==> src/rtl/pid_pkg.sv <==
`default_nettype none
// ============================================================================
//  Module   : pid_pkg
//  Brief    : Shared types and constants for the PID u(k) accumulator slice.
//  Revision : 1.0  initial release
// ============================================================================
package pid_pkg;

  // Accumulator FSM states
  typedef enum logic [0:0] {
    IDLE = 1'b0,
    RUN  = 1'b1
  } pid_state_t;

  // Width of the signed increment coming from the increment stage
  localparam int D_UK_W = 15;

  // Default output width and upper clamp
  localparam int UK_W_DEF   = 12;
  localparam int UK_MAX_DEF = 4095;

endpackage : pid_pkg
`default_nettype wire

==> src/rtl/pid_pwm.sv <==
`default_nettype none
// ============================================================================
//  Module   : pid_pwm
//  Brief    : Free-running PWM generator. Duty is latched only at the period
//             wrap so a mid-period change never produces a glitched pulse.
//  Revision : 1.0  initial release
// ============================================================================
module pid_pwm
  import pid_pkg::*;
#(
  parameter int UK_W    = UK_W_DEF,
  parameter int UK_INIT = 0,
  parameter int UK_MAX  = UK_MAX_DEF
) (
  input  logic            clk,
  input  logic            rst_n,
  input  logic [UK_W-1:0] duty_in,
  output logic            pwm_out
);

  localparam logic [UK_W-1:0] C_CNT_MAX = UK_W'(UK_MAX);
  localparam logic [UK_W-1:0] C_INIT    = UK_W'(UK_INIT);

  logic [UK_W-1:0] r_cnt;
  logic [UK_W-1:0] r_duty;
  logic            w_wrap;

  assign w_wrap = (r_cnt == C_CNT_MAX);

  // Period counter and duty latch; duty refreshes as the counter returns to 0
  always_ff @(posedge clk or negedge rst_n) begin
    if (!rst_n) begin
      r_cnt  <= '0;
      r_duty <= C_INIT;
    end else if (w_wrap) begin
      r_cnt  <= '0;
      r_duty <= duty_in;
    end else begin
      r_cnt  <= r_cnt + 1'b1;
    end
  end

  // Registered compare keeps the output free of combinational glitches
  always_ff @(posedge clk or negedge rst_n) begin
    if (!rst_n) begin
      pwm_out <= 1'b0;
    end else begin
      pwm_out <= (r_cnt < r_duty);
    end
  end

endmodule : pid_pwm
`default_nettype wire

==> src/rtl/pid_uk_accum.sv <==
`default_nettype none
// ============================================================================
//  Module   : pid_uk_accum
//  Brief    : Accumulates signed PID increments into a clamped unsigned u(k)
//             with anti-windup saturation flags. Optional PWM output is
//             compiled in when the macro PID_PWM_EN is defined.
//  Revision : 1.0  initial release
// ============================================================================
module pid_uk_accum
  import pid_pkg::*;
#(
  parameter int UK_W    = UK_W_DEF,
  parameter int UK_INIT = 0,
  parameter int UK_MAX  = UK_MAX_DEF
) (
  input  logic              clk,
  input  logic              rst_n,
  input  logic              en,
  input  logic              clr,
  input  logic [D_UK_W-1:0] d_uk,
  input  logic              d_valid,
  output logic [UK_W-1:0]   uk,
  output logic              uk_valid,
  output logic              sat_hi,
  output logic              sat_lo
`ifdef PID_PWM_EN
  ,
  output logic              pwm_out
`endif
);

  // Two guard bits over the wider operand so the sum can never overflow
  localparam int SUM_W = ((UK_W > D_UK_W) ? UK_W : D_UK_W) + 2;

  localparam logic signed [SUM_W-1:0] C_SUM_MAX = SUM_W'(UK_MAX);
  localparam logic [UK_W-1:0]         C_UK_MAX  = UK_W'(UK_MAX);
  localparam logic [UK_W-1:0]         C_UK_INIT = UK_W'(UK_INIT);

  pid_state_t               r_state;
  pid_state_t               w_state_nxt;
  logic signed [SUM_W-1:0]  w_sum;
  logic                     w_accept;

  // State register
  always_ff @(posedge clk or negedge rst_n) begin
    if (!rst_n) begin
      r_state <= IDLE;
    end else begin
      r_state <= w_state_nxt;
    end
  end

  // Next state follows en; acceptance depends only on the current state
  always_comb begin
    w_state_nxt = r_state;
    w_accept    = 1'b0;
    case (r_state)
      IDLE: begin
        if (en) w_state_nxt = RUN;
      end
      RUN: begin
        w_accept = d_valid;
        if (!en) w_state_nxt = IDLE;
      end
      default: w_state_nxt = IDLE;
    endcase
  end

  // Zero-extended u(k) plus sign-extended increment
  always_comb begin
    w_sum = $signed({{(SUM_W-UK_W){1'b0}}, uk}) +
            $signed({{(SUM_W-D_UK_W){d_uk[D_UK_W-1]}}, d_uk});
  end

  // Accumulator with clamping; the clamped value is what feeds back
  always_ff @(posedge clk or negedge rst_n) begin
    if (!rst_n) begin
      uk       <= C_UK_INIT;
      uk_valid <= 1'b0;
      sat_hi   <= 1'b0;
      sat_lo   <= 1'b0;
    end else if (clr) begin
      uk       <= C_UK_INIT;
      uk_valid <= 1'b0;
      sat_hi   <= 1'b0;
      sat_lo   <= 1'b0;
    end else if (w_accept) begin
      uk_valid <= 1'b1;
      if (w_sum < 0) begin
        uk     <= '0;
        sat_lo <= 1'b1;
        sat_hi <= 1'b0;
      end else if (w_sum > C_SUM_MAX) begin
        uk     <= C_UK_MAX;
        sat_hi <= 1'b1;
        sat_lo <= 1'b0;
      end else begin
        uk     <= w_sum[UK_W-1:0];
        sat_hi <= 1'b0;
        sat_lo <= 1'b0;
      end
    end else begin
      uk_valid <= 1'b0;
    end
  end

`ifdef PID_PWM_EN
  pid_pwm #(
    .UK_W    (UK_W),
    .UK_INIT (UK_INIT),
    .UK_MAX  (UK_MAX)
  ) u_pwm (
    .clk     (clk),
    .rst_n   (rst_n),
    .duty_in (uk),
    .pwm_out (pwm_out)
  );
`endif

endmodule : pid_uk_accum
`default_nettype wire

==> config.mk <==
export PLATFORM = sky130hd
export DESIGN_NAME = pid_uk_accum
export DESIGN_NICKNAME = d
export VERILOG_FILES = /design/src/rtl/pid_pkg.sv /design/src/rtl/pid_pwm.sv /design/src/rtl/pid_uk_accum.sv
export SDC_FILE = /design/constraint.sdc
export NUM_CORES = 1
export LEC_CHECK = 0
export BUFFER_PORTS_ARGS = -buffer_cell sky130_fd_sc_hd__buf_4
export CAP_MARGIN = 10
export CORE_MARGIN = 2
export CORE_UTILIZATION = 35
export CTS_CLUSTER_DIAMETER = 100
export DETAILED_ROUTE_END_ITERATION = 10
export PLACE_DENSITY = 0.56
export SLEW_MARGIN = 20
export SYNTH_ARGS = -nofsm -noshare
export SYNTH_HDL_FRONTEND = slang
export SYNTH_SLANG_ARGS = --single-unit
==> constraint.sdc <==
create_clock -name clk -period 4.79 [get_ports clk]
set_input_delay 0.7185 -clock clk [delete_from_list [all_inputs] [get_ports clk]]
set_output_delay 0.7185 -clock clk [all_outputs]
set_load 0.05 [all_outputs]
==> reports/summary.log <==
INFO  timing         worst_pin_slew=1.130ns
INFO  clock_network  cts.sinks=16
INFO  floorplan      design.die.area=0.004191mm2
INFO  worst_setup_path worst-path-stages=10
INFO  global_routing number_of_antenna_violations_at_the_first_check_in_global_routing=0
INFO  detailed_routing routedWlPerCell=14.48um
INFO  clock_network  cts_htree_levels=1
INFO  detailed_routing detailedRoute.firstPassIterationCount=4
INFO  global_routing grt_pass1_vias=1135
INFO  logic_synthesis synthesis.area_per_instance=8.844um2
INFO  worst_setup_path reg2regPathDepth=9
INFO  worst_setup_path cp_data_required_time=4.91ns
INFO  timing         fin_setup_tns=0ns
INFO  clock_network  tritoncts=yes
INFO  flow_run       max_cap_violations=0
INFO  logic_synthesis post_synth_fa_ha_maj_area_fraction=0.1318
INFO  timing         rsz_0062_raised_after_global_routing=false
INFO  logic_synthesis synth_xor_area_frac=0.05426
INFO  floorplan      floorplan.die.height=64.74um
INFO  timing         final_period_minus_worst_setup_slack=3.133ns
INFO  logic_synthesis muxShareOfSynthArea=0
INFO  worst_setup_path crit_path_start_kind=input port
INFO  pwr            p_leak=0.0008180uW
INFO  worst_setup_path cpPeakStageDelay=0.51ns
INFO  logic_synthesis yosys_register_bits=16
INFO  floorplan      coreArea=0.003606mm2
INFO  global_routing wire_length_of_the_first_global_routing_pass=5.306mm
INFO  pwr            largest_vdd_supply_drop=0.07920mV
INFO  detailed_routing vias=1236
INFO  worst_setup_path worst-path-max-fanout=10
INFO  detailed_routing totalWireLength=3.273mm
INFO  timing         final.setup_skew=0.007634ns
INFO  worst_setup_path worst-path-buf-inv=1
INFO  worst_setup_path crit_top_cell=sky130_fd_sc_hd__a211oi_2
INFO  clock_network  clk_lat_worst_skew=0.25ns
INFO  hold_path      hp-class=input port to asynchronous set/reset pin
INFO  clock_network  ctsResizeCount=0
INFO  clock_network  post_cts.repair.setup_buffers=0
INFO  logic_synthesis synth.distinct_cells=41
INFO  floorplan      start_util=0.3581
INFO  logic_synthesis netlist_instances=146
INFO  logic_synthesis mapped_cell_area=0.001291mm2
INFO  finish         fillers=378
INFO  logic_synthesis synth_top_area_frac=0.3101
INFO  worst_setup_path timing.critical_path.to_type=flop
INFO  finish         area_growth_from_synthesis_to_final_layout=25.58%
INFO  worst_setup_path worst_setup_path_category=input port to flop
INFO  floorplan      num_rows=22
INFO  logic_synthesis synth_area_leader_cell=sky130_fd_sc_hd__dfrtp_1
INFO  worst_setup_path path_cells=buf_4 > ha_1 > fa_1 > a211oi_2 > o21bai_1 > a211oi_2 > o31ai_1 > or3_1 > a2111oi_2 > o21ai_1
INFO  pwr            power_per_cell_area=240.6mW/mm2
INFO  logic_synthesis count_of_warnings_emitted_by_yosys=0
INFO  floorplan      top_level_ports=35
INFO  detailed_routing dr.first_iter.drc_count=53
INFO  timing         setup_viol=0
INFO  timing         layout_worst_path_cycle_share=0.6541
INFO  detailed_routing drc=0
INFO  logic_synthesis synth_nets=179
INFO  logic_synthesis synth_compound_gate_area_share=0.3004
INFO  logic_synthesis async_reset_ff_frac=1.000
INFO  logic_synthesis synth_simple_gate_area_frac=0.1609
INFO  logic_synthesis synth.top_cells.by_area=sky130_fd_sc_hd__dfrtp_1 (31%), sky130_fd_sc_hd__ha_1 (12%), sky130_fd_sc_hd__a21oi_1 (6.6%), sky130_fd_sc_hd__nand2_1 (4.7%), sky130_fd_sc_hd__o21ai_1 (3.9%)
INFO  timing         finalHoldViolations=0
INFO  worst_setup_path cp_data_arrival_time=3.26ns
INFO  detailed_routing via_per_inst=5.469
INFO  place          dp_hpwl=2.529mm
INFO  logic_synthesis post_synth_edffs=0
INFO  finish         post_route_cells_drive_above_1_share=0.2360
INFO  logic_synthesis synth_ff_type=sky130_fd_sc_hd__dfrtp_1
INFO  clock_network  cts_buffer_count=3
INFO  run_status     outcome=completed
INFO  logic_synthesis synth-seq-area-share=0.3101
INFO  timing         timing.final.max_slew_violations=0
INFO  finish         net_count_final=212
INFO  place          place.gp.congestion=0.8151
INFO  worst_setup_path critPathTopFamily=compound AO/OA/AOI/OAI gates
INFO  timing         fmax=0.3192GHz
INFO  detailed_routing antenna_violating_nets_post_route=0
INFO  logic_synthesis synth_top_family_by_area=compound AO/OA/AOI/OAI gates
INFO  worst_setup_path critical_path.slowest_cell=sky130_fd_sc_hd__or3_1
INFO  pwr            finalPower=390.2uW
INFO  finish         insertedDiodeCount=0
INFO  global_routing pin_count_of_the_biggest_net_entering_global_routing=17
INFO  timing         slew_headroom=0.2463
INFO  clock_network  cts.clk_slew.worst_paths=0.07ns
INFO  place          portBuffers=34
INFO  clock_network  cts-root-to-sink-buffers=2
INFO  global_routing global_route.overflow_total=0
INFO  global_routing grtUsageTotal=0.1628
INFO  clock_network  root_buffer=sky130_fd_sc_hd__clkbuf_8
INFO  clock_network  cts_hold_buffers=0
INFO  floorplan      die_w=64.74um
## layout make-up
cell class | instances | area (um2) | area share
Clock buffer | 4 | 55.05 | 0.03395
Timing Repair Buffer | 34 | 255.2 | 0.1574
Multi-Input combinational cell | 120 | 835.8 | 0.5154
Inverter | 4 | 15.01 | 0.009259
Tap cell | 48 | 60.06 | 0.03704
Sequential cell | 16 | 400.4 | 0.2469
## layer usage
metal / track usage / vias to the layer above / wire (um)
met3: 0.01389 / 4 / 95
met4: 0.06649 / 0 / 39
met2: 0.2668 / 25 / 1555
met1: 0.2204 / 594 / 1583
li1: - / 613 / -
met5: 0 / - / 0
## sequential cells by signal (all words and copies together), names as in the netlist
name,count
r_state,1
uk_valid,1
uk,12
sat_lo,1
sat_hi,1
## final timing paths
path                            startpoint     end  slack, ns
worst min-delay path                 rst_n   uk[2]       0.32
worst min register to register      sat_lo  sat_lo       0.48
worst max register to register       uk[0]   uk[9]       1.84
min in group clk                    sat_lo  sat_lo       0.48
worst max-delay path               d_uk[0]   uk[9]       1.66
max in group asynchronous            rst_n   uk[0]       4.28
## cells in the mapped netlist, types with 2 or more instances
| cell | count |
|---|---|
| sky130_fd_sc_hd__nand3_1 | 2 |
| sky130_fd_sc_hd__o21ai_0 | 6 |
| sky130_fd_sc_hd__or3_1 | 2 |
| sky130_fd_sc_hd__nand3b_1 | 2 |
| sky130_fd_sc_hd__buf_2 | 2 |
| sky130_fd_sc_hd__buf_6 | 2 |
| sky130_fd_sc_hd__nor3_1 | 2 |
| sky130_fd_sc_hd__nand4_1 | 2 |
| sky130_fd_sc_hd__nor2b_1 | 4 |
| sky130_fd_sc_hd__a211oi_2 | 2 |
| sky130_fd_sc_hd__a31oi_1 | 3 |
| sky130_fd_sc_hd__o21ai_1 | 10 |
| sky130_fd_sc_hd__xor2_1 | 4 |
| sky130_fd_sc_hd__ha_1 | 12 |
| sky130_fd_sc_hd__a21o_1 | 6 |
| sky130_fd_sc_hd__nand2_1 | 16 |
| sky130_fd_sc_hd__dfrtp_1 | 16 |
| sky130_fd_sc_hd__inv_1 | 4 |
| sky130_fd_sc_hd__a21oi_1 | 17 |
| sky130_fd_sc_hd__xnor2_1 | 4 |
| sky130_fd_sc_hd__o211ai_1 | 4 |
| sky130_fd_sc_hd__clkbuf_1 | 2 |
| sky130_fd_sc_hd__nor2_1 | 4 |
## worst register-to-register path, delay by kind of cell, from the launching register on
kind	cells	cell delay (ns)
DFF	1	0.39
and+or+nand+nor	1	0.51
adders and majority gates	2	0.66
AOI/OAI and AO/OA	6	1.27
## cells by family after synthesis
family,count (synthesis)
AO/OA/AOI/OAI,59
AND/OR/NAND/NOR,40
flip-flops,16
adder cells (fa/ha/maj),13
buffers and inverters,10
XOR/XNOR,8
## per-stage QoR
step           utilization  hold WS (ns)  cells  setup slack [ns]  instance area [um2]
2_1_floorplan            -        0.4229    146             1.822                 1291
3_3_place_gp        0.4344        0.4688    222             1.507                 1567
3_5_place_dp        0.4344        0.4729    222             1.403                 1567
4_1_cts             0.4497        0.3226    226             1.667                 1622
5_1_grt             0.4497        0.3228    226             1.456                 1622
6_report            0.4497        0.3193    226             1.657                 1622
## report_power, final
| group | total, uW | switching [uW] | leakage (uW) | internal, uW |
|---|---|---|---|---|
| combinational | 121 | 73.3 | 0.000572 | 47.8 |
| clock | 123 | 49.7 | 0.0000288 | 73.0 |
| sequential | 146 | 5.08 | 0.000217 | 141 |
| total | 390 | 128 | 0.000818 | 262 |
## cells in the final DEF (no fill, tap or decap), drive strengths merged, types with 3 or more instances in the layout
| master | count |
|---|---|
| o21ai | 16 |
| nor2 | 4 |
| ha | 12 |
| nand2 | 16 |
| buf | 34 |
| xnor2 | 4 |
| a31oi | 3 |
| dfrtp | 16 |
| clkbuf | 4 |
| xor2 | 4 |
| a21o | 6 |
| nor2b | 4 |
| a21oi | 17 |
| o211ai | 5 |
| inv | 4 |
Power figures use the tool's default switching activity.
